## config.mk

```make
export PLATFORM = sky130hd
export DESIGN_NAME = hilo_muldiv_seq
export DESIGN_NICKNAME = d
export VERILOG_FILES = /design/src/rtl/hilo_muldiv_seq.sv
export SDC_FILE = /design/constraint.sdc
export NUM_CORES = 1
export LEC_CHECK = 0
export BUFFER_PORTS_ARGS = -buffer_cell sky130_fd_sc_hd__buf_2
export CORE_MARGIN = 3
export CORE_UTILIZATION = 30
export DETAILED_ROUTE_END_ITERATION = 7
export GPL_ROUTABILITY_DRIVEN = 0
export GPL_TIMING_DRIVEN = 1
export MAX_ROUTING_LAYER = met4
export PLACE_DENSITY = 0.5
export SLEW_MARGIN = 5
export SYNTH_ARGS = -nofsm -noshare
export SYNTH_HDL_FRONTEND = slang
export SYNTH_SLANG_ARGS = --single-unit
```

## constraint.sdc

```tcl
create_clock -name clk -period 5.1 [get_ports clk]
set_input_delay 0.51 -clock clk [delete_from_list [all_inputs] [get_ports clk]]
set_output_delay 0.51 -clock clk [all_outputs]
set_load 0.02 [all_outputs]
```

## src/rtl/hilo_muldiv_seq.sv

```systemverilog
// hilo_muldiv_seq: sequential 32-step multiplier/divider owning the HI/LO register pair.
// Ports: clk, reset (async, active-low); start/op/srca/srcb launch MULT, MULTU, DIV, DIVU;
//   mt_hi/mt_lo/mt_data write HI/LO directly while idle; rd_req flags a pending mfhi/mflo;
//   busy/done/stall report status; hi/lo expose the registers.
// Divide support is compiled in only when HILO_DIV_EN is defined.
module hilo_muldiv_seq #(
   parameter int WIDTH = 32
) (
   input  logic             clk,
   input  logic             reset,
   input  logic             start,
   input  logic [1:0]       op,
   input  logic [WIDTH-1:0] srca,
   input  logic [WIDTH-1:0] srcb,
   input  logic             mt_hi,
   input  logic             mt_lo,
   input  logic [WIDTH-1:0] mt_data,
   input  logic             rd_req,
   output logic             busy,
   output logic             done,
   output logic             stall,
   output logic [WIDTH-1:0] hi,
   output logic [WIDTH-1:0] lo
);
   typedef enum logic [1:0] {IDLE, RUN, FIN} state_t;
   state_t             state_q, state_d;
   logic [4:0]         cnt_q, cnt_d;
   logic               neg_q, neg_d;
   logic [2*WIDTH-1:0] acc_q, acc_d;
   logic [WIDTH-1:0]   b_q, b_d, hi_q, hi_d, lo_q, lo_d;
   logic               done_q, done_d;
   logic               accept, sa_in, sb_in;
   logic [WIDTH:0]     add_s;
   logic [2*WIDTH-1:0] mul_step, prod;
`ifdef HILO_DIV_EN
   logic               div_q, div_d, sa_q, sa_d, ge;
   logic [WIDTH-1:0]   diff, quo, rem;
   logic [2*WIDTH-1:0] div_step;
`endif
   assign sa_in = !op[0] && srca[WIDTH-1];
   assign sb_in = !op[0] && srcb[WIDTH-1];
`ifdef HILO_DIV_EN
   assign accept = (state_q == IDLE) && start;
`else
   assign accept = (state_q == IDLE) && start && !op[1];
`endif
   // acc holds {partial product, remaining multiplier} and shifts right one bit per step
   assign add_s    = {1'b0, acc_q[2*WIDTH-1:WIDTH]} + {1'b0, b_q};
   assign mul_step = acc_q[0] ? {add_s, acc_q[WIDTH-1:1]} : {1'b0, acc_q[2*WIDTH-1:1]};
   assign prod     = neg_q ? -acc_q : acc_q;
`ifdef HILO_DIV_EN
   // acc holds {partial remainder, dividend bits / quotient bits} and shifts left one bit per step;
   // the trial remainder needs WIDTH+1 bits, but a successful subtract always fits in WIDTH
   assign ge       = acc_q[2*WIDTH-1:WIDTH-1] >= {1'b0, b_q};
   assign diff     = acc_q[2*WIDTH-2:WIDTH-1] - b_q;
   assign div_step = ge ? {diff, acc_q[WIDTH-2:0], 1'b1} : {acc_q[2*WIDTH-2:0], 1'b0};
   // divide by zero leaves |srca| as remainder, so sign correction restores srca in HI
   assign quo      = (b_q == '0) ? '1 : (neg_q ? -acc_q[WIDTH-1:0] : acc_q[WIDTH-1:0]);
   assign rem      = sa_q ? -acc_q[2*WIDTH-1:WIDTH] : acc_q[2*WIDTH-1:WIDTH];
`endif
   always_comb begin
      state_d = state_q;
      cnt_d   = cnt_q;
      neg_d   = neg_q;
      acc_d   = acc_q;
      b_d     = b_q;
      hi_d    = (state_q == IDLE && mt_hi) ? mt_data : hi_q;
      lo_d    = (state_q == IDLE && mt_lo) ? mt_data : lo_q;
      done_d  = 1'b0;
`ifdef HILO_DIV_EN
      div_d   = div_q;
      sa_d    = sa_q;
`endif
      case (state_q)
         IDLE: if (accept) begin
            state_d = RUN;
            cnt_d   = '0;
            neg_d   = sa_in ^ sb_in;
            acc_d   = {{WIDTH{1'b0}}, sa_in ? -srca : srca};
            b_d     = sb_in ? -srcb : srcb;
`ifdef HILO_DIV_EN
            div_d   = op[1];
            sa_d    = sa_in;
`endif
         end
         RUN: begin
`ifdef HILO_DIV_EN
            acc_d   = div_q ? div_step : mul_step;
`else
            acc_d   = mul_step;
`endif
            cnt_d   = cnt_q + 5'd1;
            state_d = (cnt_q == 5'(WIDTH-1)) ? FIN : RUN;
         end
         FIN: begin
            state_d = IDLE;
            done_d  = 1'b1;
`ifdef HILO_DIV_EN
            {hi_d, lo_d} = div_q ? {rem, quo} : prod;
`else
            {hi_d, lo_d} = prod;
`endif
         end
         default: state_d = IDLE;
      endcase
   end
   always_ff @(posedge clk or negedge reset) begin
      if (!reset) begin
         state_q <= IDLE;
         cnt_q   <= '0;
         neg_q   <= 1'b0;
         acc_q   <= '0;
         b_q     <= '0;
         hi_q    <= '0;
         lo_q    <= '0;
         done_q  <= 1'b0;
`ifdef HILO_DIV_EN
         div_q   <= 1'b0;
         sa_q    <= 1'b0;
`endif
      end else begin
         state_q <= state_d;
         cnt_q   <= cnt_d;
         neg_q   <= neg_d;
         acc_q   <= acc_d;
         b_q     <= b_d;
         hi_q    <= hi_d;
         lo_q    <= lo_d;
         done_q  <= done_d;
`ifdef HILO_DIV_EN
         div_q   <= div_d;
         sa_q    <= sa_d;
`endif
      end
   end
   assign busy  = state_q != IDLE;
   assign done  = done_q;
   assign stall = busy && (rd_req || mt_hi || mt_lo);
   assign hi    = hi_q;
   assign lo    = lo_q;
endmodule
```

; ---- Yosys cells after proc, flatten, opt, wreduce, memory -nomap -nowiden
; Index checks and enable logic that the tools add are counted.
[op_classes]
addsub = 5
multipliers = 0
div = 0
magnitude_cmp = 0
n_eq_ne = 4
shift = 0
n_mux = 16
bitwise = 1
n_reduce_logical = 18
[op_table]
columns = op, count
row1 = $mux 32, 6
row2 = $mux 64, 3
row3 = $pmux 64 s2, 1
row4 = $neg 32->32, 2
row5 = $neg 64->64, 1
row6 = $add 32x32->33, 1
row7 = $pmux 5 s2, 1
row8 = $reduce_bool 2->1, 4
row9 = $logic_and 1x1->1, 7
row10 = $add 5x1->5 const B, 1
row11 = $eq 5x5->1 const B, 1
row12 = $mux 5, 1
row13 = $mux 2, 2
row14 = $pmux 2 s2, 1
row15 = $reduce_and 2->1, 2
row16 = $eq 2x1->1 const B, 1
row17 = $eq 2x2->1 const B, 1
row18 = $logic_not 1->1, 2
row19 = $logic_not 2->1, 1
row20 = $logic_or 1x1->1, 2
row21 = $ne 2x2->1 const B, 1
row22 = $mux 1, 1
row23 = $xor 1x1->1, 1
[word_totals]
register_bits = 169
latch_bits = 0
ramBits = 0
romBits = 0
inputBits = 104
output_inout_bits = 67
elab_cells = 52
mem_count = 0

; ---- Depth between registers and ports, before layout
[depth]
depth_word = 5
mapped_depth = 12
ltp_nobuf = 11

; ---- Least setup slack after synthesis
; No wires, ideal clock.
[synth_path]
path_type = reg-to-reg
start = reg acc_q[47]
end = reg hi_q[26] (netlist: hi[26])
setup_ns = 0.137
t_arrival_ns = 2.617
required_ns = 4.963
slack_ns = 2.346
stages_incl_launch_ff = 7
n_path_buf = 0
period_less_slack_ns = 2.754
cell_sequence = dfrtp_1 -> or4_4 -> or3_4 -> or3_4 -> or4b_4 -> o41ai_2 -> a21oi_1
[synth_via]
elab_chain_len = 3
[synth_rtl]
columns = item, line
row1 = start: declaration, 29  ; logic [2*WIDTH-1:0] acc_q, acc_d;
row2 = start signal: assignment, 112  ; acc_q <= '0;
row3 = start signal: assignment, 125  ; acc_q <= acc_d;
row4 = $neg 64->64, 50  ; assign prod = neg_q ? -acc_q : acc_q;
row5 = $mux 64, 50
row6 = $mux 32, 74  ; case (state_q)
row7 = end signal: assignment, 127  ; hi_q <= hi_d;
row8 = end: declaration, 30  ; logic [WIDTH-1:0] b_q, b_d, hi_q, hi_d, lo_q, lo_d;
; No other way between the ends.
; A chain may end at the register's enable or synchronous reset.

; ---- Final worst setup path
[layout_path]
start = reg acc_q[36]
end = reg acc_q[59]
[layout_via]
elab_chain_len = 3
[layout_rtl]
columns = item, line
row1 = $add 32x32->33, 48  ; assign add_s = {1'b0, acc_q[2*WIDTH-1:WIDTH]} + {1'b0, b_q};
row2 = $mux 64, 49  ; assign mul_step = acc_q[0] ? {add_s, acc_q[WIDTH-1:1]} : {1'b0, acc_q[2*WIDTH-1:1]};
row3 = $pmux 64 s2, 74
; No other way between the ends.

==> impl_metrics.yaml <==
yosys:
  synthDistinctLibCells: 76
  ys_ff_latch: 169
  synth_area_um2: 11500
  synth_fp_nets: 1502
  synth_top_area_cell: "dfrtp_1"
  synth_top_area_frac: 0.369
  synth_edf_count: 0
  syn_inst: 1360
  yosysSeqAreaShare: 0.369
  postSynthAreaPerCell_um2: 8.43
  yosys-top-cells-count: "169 x dfrtp_1, 169 x o21ai_0, 160 x nand2_1, 105 x nor2_1, 94 x a21oi_1"
  synthTopCellsByArea: "dfrtp_1 37%, o21ai_0 7.4%, xor2_1 5.7%"
  ys.flop_type: "dfrtp_1"
  synth-async-reset-ratio: 1.00
  yosys_warnings: 0
setup_path:
  worst_r2r_endpoint: "acc_q[59]$_DFFE_PN0P_"
  crit_fanout: 9
  worst_setup_path_start_kind: "flop"
  worstPathRequired_ps: 5390
  end_kind: "flop"
  max_stage_delay_ps: 560
  ff2ff_path_depth: 9
  r2r_slack_ps: 1910
  timing.rr.start: "acc_q[36]$_DFFE_PN0P_"
  crit_type: "flop to flop"
  cp_cell_sequence: "ha_1 -> a21o_1 -> a21oi_1 -> a211oi_1 -> o41a_1 -> a211oi_1 -> o21ai_0 -> xnor2_1 -> o21ai_0"
  crit_arrival_ps: 3470
  slowest_stage: "a211oi_1"
power_and_ir_drop:
  p_per_area_nw_per_um2: 655
  peakVddDrop_uv: 261
  total_power_w: 0.00871
  leakage_nw: 5.61
layout:
  nets: 1617
  drive_gt1_frac: 0.166
  area_growth_pct: 15.9
  utilization: 0.358
routing:
  viasPerCell: 5.40
  drtPass1Iterations: 6
  ant_nets: 0
  detail_route.wl_per_cell_um: 20.3
  routed_wl_um: 40400
  drcViolationCount: 0
  drt-initial-drc-count: 770
  num_vias: 10800
timing:
  final.setup.tns_ps: 0
  period_share: 0.625
  worst_slew_pin_slew_ps: 972
  maxSlewViolCount: 0
  timing.hold.ws_ps: 124
  clock_skew_ps: 12.3
  fin_crit_ps: 3190
  hold_viol_final: 0
  setup_violations: 0
  slew_headroom: 0.351
  rsz0062_at_grt: "no"
  fmaxAchievable_mhz: 314
  fin_ws_ps: 1910
worst_hold_path:
  hold_class: "primary input to asynchronous set/reset pin"
clocking:
  ctsResizeCount: 0
  cts.root.buffer_cell: "clkbuf_16"
  cts_hold_buf: 0
  cts_setup_buffers: 0
  clk_pin_slew_worst_paths_ps: 60
  h-tree-depth: 4
  clkLatencyLatePin_ps: 450
  cts_sinks: 169
  numCtsBuffers: 17
  cts_tree: "built"
  clockBufferDepth: 2
floorplanning:
  dieArea_um2: 40600
  fp.dieH_um: 202
  core_area_um2: 37100
  io_pins: 171
  fp.dieW_um: 202
  initial_core_util: 0.309
  num_rows: 70
run:
  maxCapViolations: 0
place:
  post-place-ws_ps: 1960
  hpwl_um: 31500
  port_buffers: 170
global_routing:
  grt_pass1_wl_um: 62500
  grt_max_degree: 81
  gr-total-overflow: 0
  grt_pass1_vias: 10200
  grtUsageTotal: 0.201
  antenna_found_initial: 2
run_status:
  outcome: "completed"
-- cell type report --
type / instances / area [um2]
Antenna cell: 2 / 5.00
Clock buffer: 19 / 443
Clock inverter: 13 / 109
Fill cell: 3984 / 23800
Inverter: 26 / 97.6
Multi-Input combinational cell: 1079 / 6830
Sequential cell: 169 / 4230
Tap cell: 504 / 631
Timing Repair Buffer: 182 / 947
-- worst max path at each step --
stage | start | to | slack [ps] | cells after the start
2_1_floorplan | acc_q[47]$_DFFE_PN0P_ | hi[26]$_DFFE_PN0P_ | 2350 | 6
3_3_place_gp | acc_q[0]$_DFFE_PN0P_ | hi[14]$_DFFE_PN0P_ | 2020 | 10
3_5_place_dp | acc_q[34]$_DFFE_PN0P_ | acc_q[59]$_DFFE_PN0P_ | 1960 | 9
4_1_cts | acc_q[34]$_DFFE_PN0P_ | acc_q[59]$_DFFE_PN0P_ | 1970 | 9
5_1_grt | acc_q[0]$_DFFE_PN0P_ | hi[22]$_DFFE_PN0P_ | 1730 | 10
6_report | acc_q[36]$_DFFE_PN0P_ | acc_q[59]$_DFFE_PN0P_ | 1910 | 9
-- stage by stage --
| step | cells | instance area (um2) |
|---|---|---|
| 6_report | 1994 | 13300 |
| 5_1_grt | 1994 | 13300 |
| 4_1_cts | 1992 | 13300 |
| 3_5_place_dp | 1960 | 12700 |
| 3_3_place_gp | 1960 | 12700 |
| 2_1_floorplan | 1360 | 11500 |
-- registers in the layout, indices dropped and copies added (netlist names) --
| signal | cells |
|---|---|
| lo | 32 |
| done | 1 |
| acc_q | 64 |
| cnt_q | 5 |
| hi | 32 |
| state_q | 2 |
| b_q | 32 |
| neg_q | 1 |
-- critical path: cells and delay by family (launching register included) --
| kind | cells | cell delay, ps |
|---|---|---|
| AO/OA/AOI/OAI | 7 | 1970 |
| XOR/XNOR | 1 | 170 |
| adder cells (fa/ha/maj) | 1 | 410 |
| flip-flops | 1 | 480 |
-- where the power goes --
group | switching (W) | leakage (nW) | internal (W)
Clock | 0.000627 | 0.263 | 0.000649
Sequential | 0.000847 | 2.08 | 0.00198
Combinational | 0.00283 | 3.27 | 0.00177
Total | 0.00430 | 5.61 | 0.00440
-- per-layer routing --
layer	up-vias	track usage	wire length, um
li1	5199	-	-
met2	345	0.281	16900
met1	5193	0.295	20000
met5	-	-	0
met3	39	0.0327	2490
met4	0	0.0603	1020
-- cells in the final DEF, fill, tap and decap left out, types with 7 or more instances in the layout --
cell type | netlist | routed
o21ai_0 | 169 | 169
dfrtp_1 | 169 | 169
buf_2 | 0 | 169
nand2_1 | 160 | 160
nor2_1 | 105 | 104
a21oi_1 | 94 | 94
xor2_1 | 74 | 74
xnor2_1 | 60 | 60
a22oi_1 | 56 | 56
ha_1 | 37 | 37
nor3_1 | 31 | 31
inv_1 | 24 | 24
o31ai_1 | 24 | 24
nand3_1 | 24 | 24
o221ai_1 | 17 | 17
clkbuf_16 | 0 | 17
nor4_1 | 15 | 15
mux2i_1 | 14 | 14
or3_1 | 13 | 13
nand4_1 | 12 | 12
buf_4 | 0 | 12
a21o_1 | 11 | 11
or4_1 | 10 | 10
nor2b_1 | 11 | 10
a31oi_1 | 10 | 10
a211oi_1 | 10 | 10
nand2b_1 | 9 | 8
o41ai_1 | 7 | 7
-- logic make-up after synthesis --
kind of cell,after synthesis,share of synthesized area
simple gates,433,0.182
flops,169,0.369
buf+inv,112,0.0380
xor+xnor,134,0.102
compound gates,455,0.250
mux,19,0.0171
fa+ha+maj,38,0.0421
(Power assumes the default switching activity.)
